===== config.mk =====
export PLATFORM = sky130hd
export DESIGN_NAME = run_monitor
export DESIGN_NICKNAME = d
export VERILOG_FILES = /design/src/rtl/run_monitor_pkg.sv /design/src/rtl/run_monitor_sat_counter.sv /design/src/rtl/run_monitor.sv
export SDC_FILE = /design/constraint.sdc
export NUM_CORES = 1
export LEC_CHECK = 0
export BUFFER_PORTS_ARGS = -buffer_cell sky130_fd_sc_hd__buf_2
export CORE_ASPECT_RATIO = 0.75
export CORE_MARGIN = 2
export CORE_UTILIZATION = 42
export CTS_CLUSTER_DIAMETER = 50
export CTS_CLUSTER_SIZE = 8
export DETAILED_ROUTE_END_ITERATION = 16
export HOLD_SLACK_MARGIN = 0.12
export PLACE_DENSITY_LB_ADDON = 0.2
export SYNTH_ARGS = -nofsm -noshare
export SYNTH_HDL_FRONTEND = slang
export SYNTH_SLANG_ARGS = --single-unit

===== constraint.sdc =====
create_clock -name clk -period 2.1 [get_ports clk]
set_input_delay 0.63 -clock clk [delete_from_list [all_inputs] [get_ports clk]]
set_output_delay 0.63 -clock clk [all_outputs]
set_load 0.02 [all_outputs]

===== src/rtl/run_monitor_pkg.sv =====
// rtl/run_monitor_pkg.sv - shared state encoding and report text for the end-of-run monitor
package run_monitor_pkg;

  typedef enum logic [1:0] {
    ST_RUN       = 2'd0,
    ST_DRAIN     = 2'd1,
    ST_DONE_HALT = 2'd2,
    ST_DONE_TO   = 2'd3
  } state_e;

  // Report text is split around the number so the format string stays a literal
  localparam string RPT_HALT_PRE = "Finished with << ";
  localparam string RPT_HALT_SUF = " >>";
  localparam string RPT_TO_PRE   = "ran for ";
  localparam string RPT_TO_SUF   = " cycles";
  localparam string RPT_EVT_PRE  = "evt[";

  function automatic logic is_counting(input state_e s);
    return (s == ST_RUN) || (s == ST_DRAIN);
  endfunction

endpackage


===== src/rtl/run_monitor_sat_counter.sv =====
// rtl/run_monitor_sat_counter.sv - saturating up-counter with synchronous clear
module sat_counter
  import run_monitor_pkg::*;
#(
  parameter int W = 32
) (
  input  logic         clk,
  input  logic         rst_n,
  input  logic         clr,
  input  logic         en,
  input  logic         inc,
  output logic [W-1:0] q
);

  logic [W-1:0] r_q;
  logic         w_at_max;

  assign w_at_max = &r_q;

  always_ff @(posedge clk or negedge rst_n) begin
    if (!rst_n) begin
      r_q <= '0;
    end else if (clr) begin
      r_q <= '0;
    end else if (en && inc && !w_at_max) begin
      r_q <= r_q + W'(1);
    end
  end

  assign q = r_q;

endmodule


===== src/rtl/run_monitor.sv =====
// rtl/run_monitor.sv - cycle/event counters, halt/timeout detection and optional end-of-run report
module run_monitor
  import run_monitor_pkg::*;
#(
  parameter int CNT_W      = 32,
  parameter int TIMEOUT    = 500000,
  parameter int N_EVT      = 4,
  parameter int HALT_DRAIN = 2,
  parameter int FINISH_EN  = 1
) (
  input  logic                   clk,
  input  logic                   rst_n,
  input  logic                   clr,
  input  logic                   is_halt,
  input  logic [31:0]            ret_val,
  input  logic [N_EVT-1:0]       evt,
  output logic                   done,
  output logic                   timed_out,
  output logic [31:0]            ret_latched,
  output logic [CNT_W-1:0]       cycle_count,
  output logic [N_EVT*CNT_W-1:0] evt_count
);

  localparam int DRN_W = (HALT_DRAIN > 1) ? $clog2(HALT_DRAIN) : 1;
  localparam logic [DRN_W-1:0] DRN_INIT = (HALT_DRAIN > 0) ? DRN_W'(HALT_DRAIN - 1) : '0;
  localparam logic [CNT_W-1:0] TO_LAST  = CNT_W'(TIMEOUT - 1);

  state_e           r_state;
  logic [DRN_W-1:0] r_drain_cnt;
  logic [31:0]      r_ret;
  logic             r_done;
  logic             r_timed_out;

  logic             w_cnt_en;
  logic             w_to_hit;
  logic [CNT_W-1:0] w_cycle;

  assign w_cnt_en = is_counting(r_state);
  // Timeout fires on the edge that carries the cycle counter onto TIMEOUT
  assign w_to_hit = (w_cycle == TO_LAST);

  sat_counter #(.W(CNT_W)) u_cycle_cnt (
    .clk   (clk),
    .rst_n (rst_n),
    .clr   (clr),
    .en    (w_cnt_en),
    .inc   (1'b1),
    .q     (w_cycle)
  );

  genvar g;
  generate
    for (g = 0; g < N_EVT; g++) begin : g_evt
      sat_counter #(.W(CNT_W)) u_evt_cnt (
        .clk   (clk),
        .rst_n (rst_n),
        .clr   (clr),
        .en    (w_cnt_en),
        .inc   (evt[g]),
        .q     (evt_count[g*CNT_W +: CNT_W])
      );
    end
  endgenerate

  always_ff @(posedge clk or negedge rst_n) begin
    if (!rst_n) begin
      r_state     <= ST_RUN;
      r_drain_cnt <= '0;
      r_ret       <= '0;
      r_done      <= 1'b0;
      r_timed_out <= 1'b0;
    end else if (clr) begin
      r_state     <= ST_RUN;
      r_drain_cnt <= '0;
      r_ret       <= '0;
      r_done      <= 1'b0;
      r_timed_out <= 1'b0;
    end else begin
      case (r_state)
        ST_RUN: begin
          if (is_halt) begin
            r_ret <= ret_val;
            if (HALT_DRAIN == 0) begin
              r_state <= ST_DONE_HALT;
              r_done  <= 1'b1;
            end else begin
              r_state     <= ST_DRAIN;
              r_drain_cnt <= DRN_INIT;
            end
          end else if (w_to_hit) begin
            r_state     <= ST_DONE_TO;
            r_done      <= 1'b1;
            r_timed_out <= 1'b1;
          end
        end
        ST_DRAIN: begin
          if (r_drain_cnt == '0) begin
            r_state <= ST_DONE_HALT;
            r_done  <= 1'b1;
          end else begin
            r_drain_cnt <= r_drain_cnt - DRN_W'(1);
          end
        end
        default: begin
        end
      endcase
    end
  end

  assign done        = r_done;
  assign timed_out   = r_timed_out;
  assign ret_latched = r_ret;
  assign cycle_count = w_cycle;

`ifndef SYNTHESIS
  // Report one edge after done rises so ret_latched already holds the halt value
  logic r_done_q;

  always @(posedge clk or negedge rst_n) begin
    if (!rst_n) begin
      r_done_q <= 1'b0;
    end else begin
      r_done_q <= r_done;
      if ((FINISH_EN != 0) && r_done && !r_done_q) begin
        if (r_timed_out)
          $display("%s%0d%s", RPT_TO_PRE, TIMEOUT, RPT_TO_SUF);
        else
          $display("%s%0d%s", RPT_HALT_PRE, r_ret, RPT_HALT_SUF);
        for (int i = 0; i < N_EVT; i++)
          $display("%s%0d] = %0d", RPT_EVT_PRE, i, evt_count[i*CNT_W +: CNT_W]);
        $finish;
      end
    end
  end
`endif

endmodule


==> results of run 1 <==
-- synth_stat cells, drive strengths merged, types with 3 or more instances --
| master | number |
|---|---|
| or4 | 38 |
| o21ai | 59 |
| nor4 | 33 |
| o2111ai | 4 |
| nor3 | 17 |
| ha | 5 |
| nor2 | 80 |
| nand2b | 3 |
| nor4b | 10 |
| a21oi | 98 |
| a31o | 3 |
| nor3b | 3 |
| nand4 | 52 |
| and4 | 18 |
| a22o | 32 |
| mux2 | 27 |
| dfrtp | 197 |
| and2 | 4 |
| nand2 | 72 |
| xor2 | 9 |
| and3 | 23 |
| o21a | 10 |
| xnor2 | 16 |
| o31a | 7 |
| nand3 | 61 |
| clkbuf | 48 |
| o31ai | 37 |
| or2 | 4 |
| buf | 14 |
| inv | 12 |
| a211oi | 7 |
| a31oi | 4 |
| or3 | 59 |
| nor2b | 30 |
-- logic make-up after synthesis --
family | after synthesis | synth area share [%]
mux | 29 | 3.11
xor+xnor | 25 | 2.08
fa+ha+maj | 5 | 0.594
flops | 197 | 46.8
buf+inv | 75 | 2.98
compound gates | 275 | 16.6
simple gates | 511 | 27.8
-- what timing repair did --
| item | 4_1_cts | 5_1_grt |
|---|---|---|
| setup endpoints to repair | 2 | 61 |
| endpoints found under the hold margin | 17 | 0 |
| hold buffers | 1 | 0 |
| setup buffers | 1 | 14 |
| pin swaps | 0 | 22 |
| gates cloned | 0 | 2 |
| resized for setup | 3 | 50 |
-- final timing paths --
path,start,endpoint,cells past startpoint
max in group asynchronous,rst_n,g_evt[2].u_evt_cnt.q[12],3
min reg2reg,ret_latched[14],ret_latched[14],1
min in group asynchronous,rst_n,u_cycle_cnt.q[4],2
min,ret_val[14],ret_latched[14],2
max reg2reg,g_evt[2].u_evt_cnt.q[1],g_evt[2].u_evt_cnt.q[3],9
max,g_evt[2].u_evt_cnt.q[1],g_evt[2].u_evt_cnt.q[3],9
-- worst max-delay path, cell delays in order (launching register included) --
cell and delay [ps]:
dfrtp_2 400, ha_4 150, and3_4 190, nand4_1 150, buf_4 190, nor4_4 430, buf_6 200, buf_8 130
nor4_4 30, o21a_1 190
-- metrics by stage --
step	hold WS, ps	setup TNS, ps	std cells	setup slack, ps
after floorplan	334	-132	1117	-62.7
after global placement	483	-119	1819	-41.7
after detailed placement	486	-260	1819	-65.7
after CTS	387	0	1853	3.72
after global routing	390	-1160	1869	-89.7
final	407	-205	1869	-47.3
-- flip-flops by register name (all words and copies together), names as in the netlist --
signal and flops:
u_cycle_cnt.q 32, g_evt.u_evt_cnt.q 128, ret_latched 32, r_state 2
timed_out 1, done 1, r_drain_cnt 1
-- routing by layer --
layer	track usage, %	wire length (µm)
met3	4.75	2020
met2	34.3	14200
met5	0	0
met1	34.7	15000
met4	5.22	305
-- cell type report --
cell class                 count  area, µm²  share of cell area, %
clock inverter                12        133                  0.916
sequential                   197       4970                   34.3
inverter                      13       48.8                  0.337
timing repair buffer         442       2910                   20.1
tap                          338        423                   2.92
multi-input combinational    847       5560                   38.4
clock buffer                  20        447                   3.08
-- power by group through the flow --
stage	clock, mW	sequential (mW)	combinational, mW
4_1_cts	3.37	3.92	0.699
6_report	3.28	3.93	0.692
3_5_place_dp	0	4.00	0.697
5_1_grt	3.50	3.94	0.757
2_1_floorplan	0	4.09	0.241
3_3_place_gp	0	3.99	0.686
==> impl_metrics.toml, run 1 <==
[status]
status = "finished, violations left"
violations = "setup timing"

[synth]
yosysSeqAreaShare_pct = 46.8
synth_area_um2 = 10500
synth_nets = 1162
syn_inst = 1117
yosysTopAreaCell = "dfrtp_1"
async_reset_ff_share_pct = 100
ys_seq_elements = 197
synthFlopType = "dfrtp_1"
syn_area_per_cell_um2 = 9.43
synth_edf_count = 0
yosys_warnings = 0
synth_top_cell_area_share_pct = 46.8
synth.area.top_cells = "dfrtp_1 47%, a21oi_1 4.7%, or3_1 3.5%"
synthDistinctLibCells = 56

[route]
vias_per_cell = 5.69
wl_per_cell_um = 16.9
drc = 0
totalWireLength_um = 31600
vias = 10600
detail-route-antenna-nets = 0
drt_iter0_drc = 730
drtPass1Iterations = 5

[clock_tree]
htree_levels = 4
cts_tree = "done"
cts.sinks = 197
worst_skew_pair.late_latency_ps = 440
clock-root-buffer = "clkbuf_16"
cts.clk_slew.worst_paths_ps = 70
cts_buffers = 17
clockBufferDepth = 2

[global_routing]
grt_pass1_vias = 9612
grt_max_degree = 60
grt_pass1_wl_um = 50200
grt.overflow.total = 0
track_usage_pct = 23.2
antenna_found_initial = 0

[timing]
worst_pin_slew_ps = 604
final-hold-violation-count = 0
layout_setup_ws_ps = -47.3
fin_skew_ps = 13.3
maxSlewViolCount = 0
relSlewSlack_pct = 59.1
rsz0062_at_grt = "true"
timing.final.crit_share_pct = 102
fin_crit_ps = 2150
setup_viol = 9
timing.fmax_mhz = 466

[worst_setup_path]
start_kind = "register"
reg2reg_slack_ps = -50
crit_type = "reg2reg"
worstSetupEndpointType = "register"
crit_arrival_ps = 2470
required_ps = 2430
path_max_fanout = 7

[cells_and_area]
areaGrowthSynthToFinish_pct = 37.6
layout_commonest_cell = "buf_2"
num_antenna_cells = 0
nFillCells = 2219
final_nets = 1563
final_design_area_no_fill_um2 = 14500
final_cell_mix = "231 x buf_2, 191 x buf_4, 167 x dfrtp_1, 97 x a21oi_1, 79 x nor2_1"
final_core_util_pct = 58.5
final_layout_size_suffix_gt1_share_pct = 38.1

[placement]
place_hpwl_um = 22600
io_buffers = 233
gp_congestion = 0.844
dpl_cell_area_um2 = 13500

[pwr]
ir_worst_vdd_v = 0.000562
power-per-cell-area_nw_per_um2 = 545
combPwrFrac_pct = 8.8
seq_power_share_pct = 49.7
power.internal_mw = 5.91
p_sw_share_pct = 25.2
power_mw = 7.90
clockPowerShare_pct = 41.6
p_sw_mw = 1.99
p_leak_nw = 6.68

[floorplan]
fp.dieArea_um2 = 26400
die_w_um = 187
coreArea_um2 = 24800
initial_core_util_pct = 42.5
row_count = 50
fp.dieH_um = 141
ios = 234

[worst_hold_path]
min-delay-path-class = "in2reg"

[job]
cap_violations = 0
No activity file was read; power rests on OpenSTA's default activity.
==> run 2: changes to the inputs <==
Settings changed: MAX_ROUTING_LAYER from default to met4.
==> run 2 against run 1 <==
  * The run still ends with setup timing left
  * Critical path depth stayed put
  * Die area stayed put
  * Sequential power about the same
  * Non-clock buffer count did not move
  * Largest power group unchanged
  * Highest routed layer unchanged
==> impl_metrics.toml, run 2 (synthesis results as in run 1) <==
[status]
status = "finished, violations left"
violations = "setup timing"

[global_routing]
grt.overflow.total = 0
track_usage_pct = 23.9
grt_pass1_vias = 9603
grt_max_degree = 60
grt_pass1_wl_um = 50200
antenna_found_initial = 0

[route]
drtPass1Iterations = 5
totalWireLength_um = 31600
vias = 10700
vias_per_cell = 5.70
wl_per_cell_um = 16.9
detail-route-antenna-nets = 0
drc = 0
drt_iter0_drc = 682

[worst_setup_path]
path_cells = "ha_4 -> and3_4 -> nand4_1 -> buf_4 -> nor4_4 -> buf_6 -> buf_8 -> nor4_4 -> o21a_1"
slowest_delay_ps = 430
worstSetupEndpointType = "register"
slowest_stage = "nor4_4"
reg2reg_slack_ps = -60
path_max_fanout = 7
required_ps = 2430
crit_type = "reg2reg"
cp_common_cell = "nor4_4"
crit_arrival_ps = 2480
start_kind = "register"

[clock_tree]
clockBufferDepth = 2
cts_buffers = 17
cts.clk_slew.worst_paths_ps = 70
clock-root-buffer = "clkbuf_16"
worst_skew_pair.late_latency_ps = 440
cts.sinks = 197
htree_levels = 4
cts_tree = "done"

[cells_and_area]
largest_reg_flops = 128
areaGrowthSynthToFinish_pct = 37.6
final_nets = 1563
final_design_area_no_fill_um2 = 14500
layout_commonest_cell = "buf_2"
final_cell_mix = "231 x buf_2, 191 x buf_4, 167 x dfrtp_1, 96 x a21oi_1, 79 x nor2_1"
final_layout_size_suffix_gt1_share_pct = 38.2
num_antenna_cells = 0

[placement]
io_buffers = 233
dpl_cell_area_um2 = 13500
place_ws_ps = -65.7
gp_congestion = 0.857
place_hpwl_um = 22600

[floorplan]
fp.dieH_um = 141
ios = 234
row_count = 50
initial_core_util_pct = 42.5
fp.dieArea_um2 = 26400
coreArea_um2 = 24800
die_w_um = 187

[timing]
maxSlewViolCount = 0
rsz0062_at_grt = "true"
fin_crit_ps = 2160
timing.final.crit_share_pct = 103
worst_pin_slew_ps = 570
final-hold-violation-count = 0
layout_setup_ws_ps = -56.6
fin_skew_ps = 13.3
relSlewSlack_pct = 61.4
timing.fmax_mhz = 464
setup_viol = 10
hold_slack_ps = 407

[pwr]
p_leak_nw = 6.68
p_sw_share_pct = 25.3
p_sw_mw = 2.00
clockPowerShare_pct = 41.6
power_mw = 7.90
power.internal_mw = 5.91
combPwrFrac_pct = 8.7
power-per-cell-area_nw_per_um2 = 545
ir_worst_vdd_v = 0.000563
seq_power_share_pct = 49.7

[job]
cap_violations = 0

[worst_hold_path]
min-delay-path-class = "in2reg"
-- run 2: final timing paths --
check                                         from                      end  cells after the start
max                        g_evt[2].u_evt_cnt.q[1]  g_evt[2].u_evt_cnt.q[3]                      9
max in group asynchronous                    rst_n  g_evt[2].u_evt_cnt.q[1]                      3
min reg2reg                        ret_latched[14]          ret_latched[14]                      1
min                                    ret_val[14]          ret_latched[14]                      2
min in group asynchronous                    rst_n         u_cycle_cnt.q[4]                      2
max reg2reg                g_evt[2].u_evt_cnt.q[1]  g_evt[2].u_evt_cnt.q[3]                      9
-- run 2: area by class of cell --
cell class | count | area, µm²
flip-flops and latches | 197 | 4970
clock buffers | 20 | 447
inverters | 13 | 48.8
multi-input cells | 847 | 5560
repair buffers | 442 | 2910
well taps | 338 | 423
clock inverters | 12 | 133
fillers | 2220 | 10300
-- run 2: per-stage QoR --
stage	setup TNS [ps]	util [%]	std cells
after global placement	-119	54.6	1819
after global routing	-1160	58.5	1869
after CTS	0	57.1	1853
final	-312	58.5	1869
after detailed placement	-260	54.6	1819
after floorplan	-132	-	1117
-- run 2: repair_timing --
| item | 4_1_cts | 5_1_grt |
|---|---|---|
| hold buffers | 1 | 0 |
| cloned | 0 | 2 |
| pin swaps | 0 | 22 |
| gates resized for setup | 3 | 51 |
| buffers inserted | 1 | 14 |
| hold endpoints to repair | 17 | 0 |
| endpoints found under the setup margin | 2 | 62 |
-- run 2: metal layers --
layer  vias up  global-route usage (%)  part of all wire, %
li1       5052                       -                    -
met1      5251                    34.8                   48
met2       332                    34.4                   45
met3        23                    4.56                  6.1
met4         0                    5.22                  1.0
met5         -                       -                    0
-- run 2: worst max-delay path, delay by kind of cell, from the launching register on --
kind,cells,cell delay [ps]
DFF,1,400
buffers and inverters,3,510
AOI/OAI and AO/OA,1,180
and+or+nand+nor,4,800
adders and majority gates,1,150
-- run 2: power by group through the flow --
stage	Sequential (mW)	Clock [mW]	Combinational (mW)
floorplan	4.09	0	0.241
global placement	3.99	0	0.686
detailed placement	4.00	0	0.697
CTS	3.92	3.37	0.699
global route	3.94	3.50	0.758
finish	3.92	3.29	0.691
==> run 3: changes to the inputs <==
Settings changed: PLACE_DENSITY from default to 0.7, PLACE_DENSITY_LB_ADDON 0.2 to default.
==> run 3 against run 2 <==
  * Sequential cell count unchanged
  * Via count increased by 0.38%
  * Worst setup slack improved by 77 ps
  * Critical path type unchanged
  * Utilization decreased by 0.62 points
  * The run now ends clean
  * Global-route usage decreased by 0.057 points
  * Total power increased by 1.6%
  * Die area unchanged
==> impl_metrics.toml, run 3 (synthesis results as in run 1) <==
[worst_setup_path]
required_ps = 2460
startpoint = "g_evt[1].u_evt_cnt.q[6]"
worstSetupEndpointType = "register"
slowest_delay_ps = 610
reg2reg_depth = 5
endpoint = "g_evt[1].u_evt_cnt.q[23]"
crit_type = "reg2reg"
path_cells = "nand4_4 -> or4_4 -> a211o_4 -> or4_4 -> a21oi_2"
cp_common_cell = "or4_4"
r2r-end = "g_evt[1].u_evt_cnt.q[23]"
reg2reg_slack_ps = 20
crit_arrival_ps = 2440
start_kind = "register"
r2r-start = "g_evt[1].u_evt_cnt.q[6]"
slowest_stage = "or4_4"
path_max_fanout = 6

[placement]
place_ws_ps = -43.9
gp_congestion = 0.861
place_hpwl_um = 22200
dpl_cell_area_um2 = 13400
io_buffers = 233
placed_cells = 1806

[pwr]
power.internal_mw = 6.05
p_sw_share_pct = 24.6
clockPowerShare_pct = 42.5
seq_power_share_pct = 48.8
ir_worst_vdd_v = 0.000504
power-per-cell-area_nw_per_um2 = 560
combPwrFrac_pct = 8.7
p_sw_mw = 1.98
p_leak_nw = 6.56

[timing]
relSlewSlack_pct = 58.2
fin_skew_ps = 16.3
final-hold-violation-count = 0
maxSlewViolCount = 0
timing.fmax_mhz = 481
fin_crit_ps = 2080
hold_slack_ps = 405
finalSetupTns_ps = 0
rsz0062_at_grt = "true"
layout_setup_ws_ps = 20.5
timing.final.crit_share_pct = 99.0
setup_viol = 0
worst_pin_slew_ps = 618

[floorplan]
row_count = 50
fp.dieArea_um2 = 26400
initial_core_util_pct = 42.5
ios = 234
fp.dieH_um = 141
die_w_um = 187
coreArea_um2 = 24800

[cells_and_area]
instances_no_fill = 1849
num_antenna_cells = 0
final_cell_mix = "231 x buf_2, 178 x buf_4, 167 x dfrtp_1, 93 x a21oi_1, 79 x nor2_1"
largest_reg_flops = 128
areaGrowthSynthToFinish_pct = 36.2
layout_commonest_cell = "buf_2"
final_design_area_no_fill_um2 = 14300
final_nets = 1543
final_layout_size_suffix_gt1_share_pct = 37.7

[clock_tree]
cts.sinks = 197
worst_skew_pair.late_latency_ps = 440
htree_levels = 4
cts.clk_slew.worst_paths_ps = 70
clockBufferDepth = 2
clock-root-buffer = "clkbuf_16"
cts_buffers = 17
cts_tree = "done"

[global_routing]
grt_max_degree = 89
grt_pass1_vias = 9774
grt_pass1_wl_um = 50200
track_usage_pct = 23.8
grt.overflow.total = 0
antenna_found_initial = 0

[route]
vias = 10700
detail-route-antenna-nets = 0
vias_per_cell = 5.79
drtPass1Iterations = 6
drc = 0
drt_iter0_drc = 894
totalWireLength_um = 31700
wl_per_cell_um = 17.2

[worst_hold_path]
min-delay-path-class = "in2reg"

[status]
status = "finished, final reports clean"

[job]
cap_violations = 0
## run 3: area by class of cell
type	count	area, µm²
repair buffers	422	2710
fillers	2205	10400
clock buffers	20	457
well taps	338	423
flip-flops and latches	197	4970
inverters	13	48.8
clock inverters	12	154
multi-input cells	847	5580
## run 3: routing by layer
layer | vias to the layer above | part of all wire, % | GRT usage, %
met5 | - | 0 | -
met4 | 0 | 0.99 | 5.43
met3 | 28 | 7.0 | 4.68
met2 | 376 | 46 | 34.9
met1 | 5267 | 46 | 34.1
li1 | 5028 | - | -
## run 3: what timing repair did
action                                  in CTS  in global routing
cloned                                       0                  2
pin swaps                                    1                 14
hold buffers                                 1                  0
endpoints found under the hold margin       18                  0
resized for setup                            4                 42
buffers inserted                             1                  7
endpoints found under the setup margin       3                 63
## run 3: critical path: cells and delay by family (launching register included)
kind	cells	cell delay (ps)
AO/OA/AOI/OAI	2	450
flip-flops	1	420
AND/OR/NAND/NOR	3	1120
## run 3: worst min path at each step
| stage | from | end | cells after the start |
|---|---|---|---|
| 6_report | ret_val[3] | ret_latched[3] | 2 |
| 5_1_grt | ret_val[29] | ret_latched[29] | 2 |
| 4_1_cts | ret_val[26] | ret_latched[26] | 2 |
| 3_5_place_dp | ret_latched[9] | ret_latched[9] | 1 |
| 3_3_place_gp | ret_latched[2] | ret_latched[2] | 1 |
| 2_1_floorplan | rst_n | done | 0 |
## run 3: through the flow
step,power [mW],util [%]
2_1_floorplan,4.33,-
3_3_place_gp,4.67,54.2
3_5_place_dp,4.69,54.2
4_1_cts,8.12,56.8
5_1_grt,8.35,57.9
6_report,8.03,57.9
## run 3: power by group through the flow
stage,clock network [mW],registers (mW),logic [mW]
global placement,0,3.99,0.687
global route,3.66,3.93,0.765
CTS,3.50,3.92,0.703
detailed placement,0,3.99,0.699
floorplan,0,4.09,0.241
finish,3.42,3.92,0.697
